## src/rtl/register_file_write_32way_pkg.sv

```systemverilog
// register_file_write_32way_pkg
// Shared definitions for the 32-entry register file write path.
//   NUM_REGS   : number of architectural registers (32)
//   ADDR_W     : register index width (5)
//   ST_IDLE    : write FSM accepting requests
//   ST_WORD_HI : write FSM committing the high half of a register-pair write
package register_file_write_32way_pkg;

  localparam int NUM_REGS = 32;
  localparam int ADDR_W   = 5;

  localparam logic [0:0] ST_IDLE    = 1'b0;
  localparam logic [0:0] ST_WORD_HI = 1'b1;

  typedef logic [ADDR_W-1:0] reg_addr_t;

endpackage

```

## src/rtl/register_file_write_32way_decoder.sv

```systemverilog
// write_decoder_5to32
// Turns a register index plus an enable into a one-hot per-register write enable.
//   addr   : register index, 0..31
//   en     : a write happens this edge
//   onehot : bit N set when register N is written; all zero when en is 0
module write_decoder_5to32
  import register_file_write_32way_pkg::*;
(
  input  logic [ADDR_W-1:0]   addr,
  input  logic                en,
  output logic [NUM_REGS-1:0] onehot
);

  always_comb begin
    onehot = '0;
    if (en) onehot[addr] = 1'b1;
  end

endmodule

```

## src/rtl/register_file_write_32way.sv

```systemverilog
// register_file_write_32way
// 32 x WIDTH register file write port with optional register-pair (word) writes.
// Optional feature macro: REGFILE_WORD_WRITE_EN enables word writes (even address
// pair, high half committed one cycle later) and the odd-address error pulse.
// Without it, every request is a byte write and wr_ready stays high.
// Ports:
//   clk, reset           : clock and synchronous active-high reset
//   wr_valid / wr_ready  : request handshake, accepted when both are high
//   wr_addr, wr_data     : target index and data (low half for word writes)
//   wr_word, wr_data_hi  : word request flag and high half (goes to wr_addr+1)
//   wr_done, wr_err      : one-cycle completion / rejection pulses
//   reg0..reg31          : current register contents
module register_file_write_32way
  import register_file_write_32way_pkg::*;
#(
  parameter int WIDTH = 8
) (
  input  logic              clk,
  input  logic              reset,
  input  logic              wr_valid,
  output logic              wr_ready,
  input  logic [ADDR_W-1:0] wr_addr,
  input  logic [WIDTH-1:0]  wr_data,
  input  logic              wr_word,
  input  logic [WIDTH-1:0]  wr_data_hi,
  output logic              wr_done,
  output logic              wr_err,
  output logic [WIDTH-1:0]  reg0,  reg1,  reg2,  reg3,  reg4,  reg5,  reg6,  reg7,
  output logic [WIDTH-1:0]  reg8,  reg9,  reg10, reg11, reg12, reg13, reg14, reg15,
  output logic [WIDTH-1:0]  reg16, reg17, reg18, reg19, reg20, reg21, reg22, reg23,
  output logic [WIDTH-1:0]  reg24, reg25, reg26, reg27, reg28, reg29, reg30, reg31
);

  logic [WIDTH-1:0]    regs_q [NUM_REGS];
  logic [WIDTH-1:0]    regs_d [NUM_REGS];
  logic                done_q, done_d;
  logic                err_q, err_d;
  logic                we_en;
  reg_addr_t           we_addr;
  logic [WIDTH-1:0]    we_data;
  logic [NUM_REGS-1:0] we_onehot;
  logic                accept;

  assign accept = wr_valid & wr_ready;

`ifdef REGFILE_WORD_WRITE_EN
  logic [0:0]       state_q, state_d;
  logic [WIDTH-1:0] hi_data_q, hi_data_d;
  reg_addr_t        hi_addr_q, hi_addr_d;

  assign wr_ready = (state_q == ST_IDLE);

  // In IDLE the request's own address/data go to the write port; in WORD_HI
  // the port is reused for the latched high half, so only one write per edge.
  always_comb begin
    state_d   = state_q;
    hi_data_d = hi_data_q;
    hi_addr_d = hi_addr_q;
    done_d    = 1'b0;
    err_d     = 1'b0;
    we_en     = 1'b0;
    we_addr   = wr_addr;
    we_data   = wr_data;
    if (state_q == ST_IDLE) begin
      if (accept) begin
        if (!wr_word) begin
          we_en  = 1'b1;
          done_d = 1'b1;
        end else if (wr_addr[0]) begin
          // A pair must start on an even register; reject without writing.
          err_d = 1'b1;
        end else begin
          we_en     = 1'b1;
          hi_data_d = wr_data_hi;
          hi_addr_d = wr_addr + 1'b1;
          state_d   = ST_WORD_HI;
        end
      end
    end else begin
      we_en   = 1'b1;
      we_addr = hi_addr_q;
      we_data = hi_data_q;
      done_d  = 1'b1;
      state_d = ST_IDLE;
    end
  end

  always_ff @(posedge clk) begin
    if (reset) begin
      state_q   <= ST_IDLE;
      hi_data_q <= '0;
      hi_addr_q <= '0;
    end else begin
      state_q   <= state_d;
      hi_data_q <= hi_data_d;
      hi_addr_q <= hi_addr_d;
    end
  end
`else
  // Word requests are not supported in this build; the word inputs are don't-care.
  logic unused_word_inputs;
  assign unused_word_inputs = ^{wr_word, wr_data_hi};

  assign wr_ready = 1'b1;

  always_comb begin
    we_en   = accept;
    we_addr = wr_addr;
    we_data = wr_data;
    done_d  = accept;
    err_d   = 1'b0;
  end
`endif

  write_decoder_5to32 u_decoder (
    .addr   (we_addr),
    .en     (we_en),
    .onehot (we_onehot)
  );

  always_comb begin
    for (int i = 0; i < NUM_REGS; i++) begin
      regs_d[i] = we_onehot[i] ? we_data : regs_q[i];
    end
  end

  always_ff @(posedge clk) begin
    if (reset) begin
      for (int i = 0; i < NUM_REGS; i++) regs_q[i] <= '0;
      done_q <= 1'b0;
      err_q  <= 1'b0;
    end else begin
      regs_q <= regs_d;
      done_q <= done_d;
      err_q  <= err_d;
    end
  end

  assign wr_done = done_q;
  assign wr_err  = err_q;

  assign reg0  = regs_q[0];   assign reg1  = regs_q[1];
  assign reg2  = regs_q[2];   assign reg3  = regs_q[3];
  assign reg4  = regs_q[4];   assign reg5  = regs_q[5];
  assign reg6  = regs_q[6];   assign reg7  = regs_q[7];
  assign reg8  = regs_q[8];   assign reg9  = regs_q[9];
  assign reg10 = regs_q[10];  assign reg11 = regs_q[11];
  assign reg12 = regs_q[12];  assign reg13 = regs_q[13];
  assign reg14 = regs_q[14];  assign reg15 = regs_q[15];
  assign reg16 = regs_q[16];  assign reg17 = regs_q[17];
  assign reg18 = regs_q[18];  assign reg19 = regs_q[19];
  assign reg20 = regs_q[20];  assign reg21 = regs_q[21];
  assign reg22 = regs_q[22];  assign reg23 = regs_q[23];
  assign reg24 = regs_q[24];  assign reg25 = regs_q[25];
  assign reg26 = regs_q[26];  assign reg27 = regs_q[27];
  assign reg28 = regs_q[28];  assign reg29 = regs_q[29];
  assign reg30 = regs_q[30];  assign reg31 = regs_q[31];

endmodule

```

## config.mk

```make
export PLATFORM = sky130hd
export DESIGN_NAME = register_file_write_32way
export DESIGN_NICKNAME = d
export VERILOG_FILES = /design/src/rtl/register_file_write_32way_pkg.sv /design/src/rtl/register_file_write_32way_decoder.sv /design/src/rtl/register_file_write_32way.sv
export SDC_FILE = /design/constraint.sdc
export NUM_CORES = 1
export LEC_CHECK = 0
export CAP_MARGIN = 20
export CORE_ASPECT_RATIO = 0.5
export CORE_UTILIZATION = 25
export CTS_BUF_LIST = sky130_fd_sc_hd__clkbuf_16
export DETAILED_ROUTE_END_ITERATION = 7
export DONT_BUFFER_PORTS = 1
export PLACE_DENSITY = 0.34
export SLEW_MARGIN = 20
export SYNTH_ARGS = -nofsm -noshare
export SYNTH_HDL_FRONTEND = slang
export SYNTH_HIERARCHICAL = 1
export SYNTH_SLANG_ARGS = --single-unit
```

## constraint.sdc

```tcl
create_clock -name clk -period 2.74 [get_ports clk]
set_clock_uncertainty 0.2 [all_clocks]
set_input_delay 0.411 -clock clk [delete_from_list [all_inputs] [get_ports clk]]
set_output_delay 0.411 -clock clk [all_outputs]
set_load 0.05 [all_outputs]
```

==> metrics <==
number of failing setup endpoints in the final timing report 0; net switching component of the power 1870 µW; Post-Layout Inst Area 12,300 µm²; cells along the critical path or4b_1 > nor2_1 > buf_4 > mux2i_1 > nor2_2 > dlygate4sd3_1; number of cells on the worst reg-to-reg path 3; Hold/Removal Path Class input pin to register; number of top-level pins 284; most area-hungry cell type in the Yosys netlist dfxtp_1; leakage power summed over all cells 0.00457 µW; worst-skew pair later-pin latency 550 ps; total track usage 0.165; total gr overflow 0; total cell area at the placement stage 9820 µm²; Worst EP required 2980 ps; leading post-synthesis cells by cell area dfxtp_1 (54%), mux2i_1 (27%), nor2_1 (11%); global placement routability congestion 0.728; class of the most critical setup path input pin to register; yosys synthesis warning count 6; synthesized area divided by synthesized cell count 10.6 µm²; cell count along the critical path 6; minimum setup slack among reg-to-reg paths 970 ps; setup bufs post-CTS 0; commonest cells after routing, fill and taps aside nor2_1 (268), dfxtp_1 (257), mux2i_1 (256), dlygate4sd3_1 (142), buf_4 (33); reg2reg start reg6[7]; number of antenna violations at the first check in global routing 1; wire length of the first global-routing pass 47.3 mm; CTS tree built; total DRC errors in the routed layout 0; post-synthesis instance area 9580 µm²; status finished clean; startpoint kind of the worst setup timing path input pin; Die Outline Area 39,200 µm²; sum of met3 wire segment lengths after detailed routing 2.15 mm; combinational cell fraction of total power 0.031; hold-critical path depth 3; via count of the first global-routing pass 6,649; Num Clock Sinks 257; aggregate negative setup slack 0 ps; most common cell after layout, fill and taps aside nor2_1; cell at the slowest stage of the critical path or4b_1; final antenna diode count 0; Worst path max stage delay 610 ps; Root Buffer clkbuf_16; routed wire length 32.9 mm; fraction of power spent switching nets 0.237; number of vias per cell after detailed routing 4.34; placed wire-length estimate 17.6 mm; sequential area share after synthesis 0.537; Synth top area share 0.537; Initial DRC Count 226; final layout net count 1,052; Buf/Inv on CP 2; clock input transition at the sequential cells of the worst setup and hold paths 70 ps; Worst setup endpoint reg3[7]; largest net degree at the start of global routing 138; top layer reached by signal wires met5; CTS Buf Count 27; x dimension of the die 279 µm; maximum frequency from static timing analysis 510 MHz; Internal Power 6030 µW; setup repair after global routing missed its margin false; number of core rows 50; largest fanout on the critical path 8; Detail Route Antenna Nets 0; minimum clock period after layout 1960 ps; source of the critical timing path wr_addr[2]; share of cells above drive strength 1 0.0965; number of H-tree levels 1; actual slew at the worst max-slew pin 803 ps; final hold violation count 0; Synth Instances 906; # port buffers 0; maximum buffer depth of the clock tree 3; data arrival time at the worst-slack endpoint 2200 ps; final count of pins violating max slew 0; power density cells 644 nW/µm²; synthesis-stage register bit count 257; effective utilization at floorplan 0.255; vertical die dimension 140 µm; routed metal-1 wire length 13.7 mm; number of nets produced by synthesis 931; reg-to-reg endpoint reg6[7]; crit share post-route 0.715; area added between synthesis and finish 28.1%; number of detailed-route iterations in the first pass 4; routed length per instance 21.3 µm; worst slew margin relative to its limit 0.463; Peak VDD IR 0.327 mV; portion of total power attributed to the clock network 0.477; max-cap violations 0; synth unique cells 18; total met2 wirelength after detailed routing 16.3 mm; via total after detailed routing 6,682; critical path capture point type register; placeable core region 37,500 µm²; power share of the sequential group 0.492; family with the most delay on the worst path simple AND/OR/NAND/NOR gates
[tightest hold or removal path, stage by stage]
cell	delay [ps]
buf_12	160
mux2i_1	90
nor2_1	70
[cells in the mapped netlist]
master     instances
buf_2             53
buf_4              5
buf_6             27
clkbuf_1           3
clkbuf_2           2
conb_1             2
dfxtp_1          257
mux2i_1          256
nand2_1            1
nand2b_1           2
nand4_1            1
nand4b_1           3
nand4bb_1          3
nor2_1           268
nor2_2            20
nor2b_1            1
or2_2              1
or4b_1             1
[per-layer routing]
layer	up-vias	global-route usage
li1	3213	-
met1	3278	0.201
met2	150	0.288
met3	39	0.0470
met4	2	0.0373
met5	-	0
[stage by stage]
step | hold WS [ps] | power [µW] | cells | setup slack, ps | util
4_1_cts | 0.660 | 8080 | 1541 | 789 | 0.327
3_3_place_gp | 304 | 4090 | 1343 | 749 | 0.262
6_report | 29.9 | 7900 | 1541 | 780 | 0.327
2_1_floorplan | 339 | 4190 | 906 | 860 | -
5_1_grt | 13.9 | 8250 | 1541 | 720 | 0.327
3_5_place_dp | 307 | 4090 | 1343 | 743 | 0.262
[area by class of cell]
cell class / instances / area, µm²
clock buffer: 27 / 676
clock inverter: 22 / 208
fill: 3873 / 25300
multi-input combinational: 559 / 3810
sequential: 257 / 5140
tap: 494 / 618
timing repair buffer: 182 / 1820
[how the worst min path moves through the flow]
| stage | startpoint | end |
|---|---|---|
| after floorplan | wr_valid | wr_done |
| after global placement | reset | reg27[7] |
| after detailed placement | reset | reg0[7] |
| after CTS | wr_data[1] | reg10[1] |
| after global routing | wr_data[1] | reg10[1] |
| final | wr_data[1] | reg10[1] |
[cells by family after synthesis]
logic type / synth area share
AND/OR/NAND/NOR: 0.129
other: 0.000784
flip-flops: 0.537
multiplexers: 0.268
buffers and inverters: 0.0656
[power by group through the flow]
stage / clock network [µW] / registers (µW) / logic [µW]
floorplan: 0 / 3960 / 228
global placement: 0 / 3970 / 116
detailed placement: 0 / 3970 / 118
CTS: 3940 / 3880 / 255
global route: 4100 / 3880 / 270
finish: 3770 / 3880 / 249
[repair_timing]
action,4_1_cts,5_1_grt
resized for setup,0,0
hold endpoints to repair,257,0
hold buffers,149,0
Note: power is estimated with default switching activity, not from simulation.
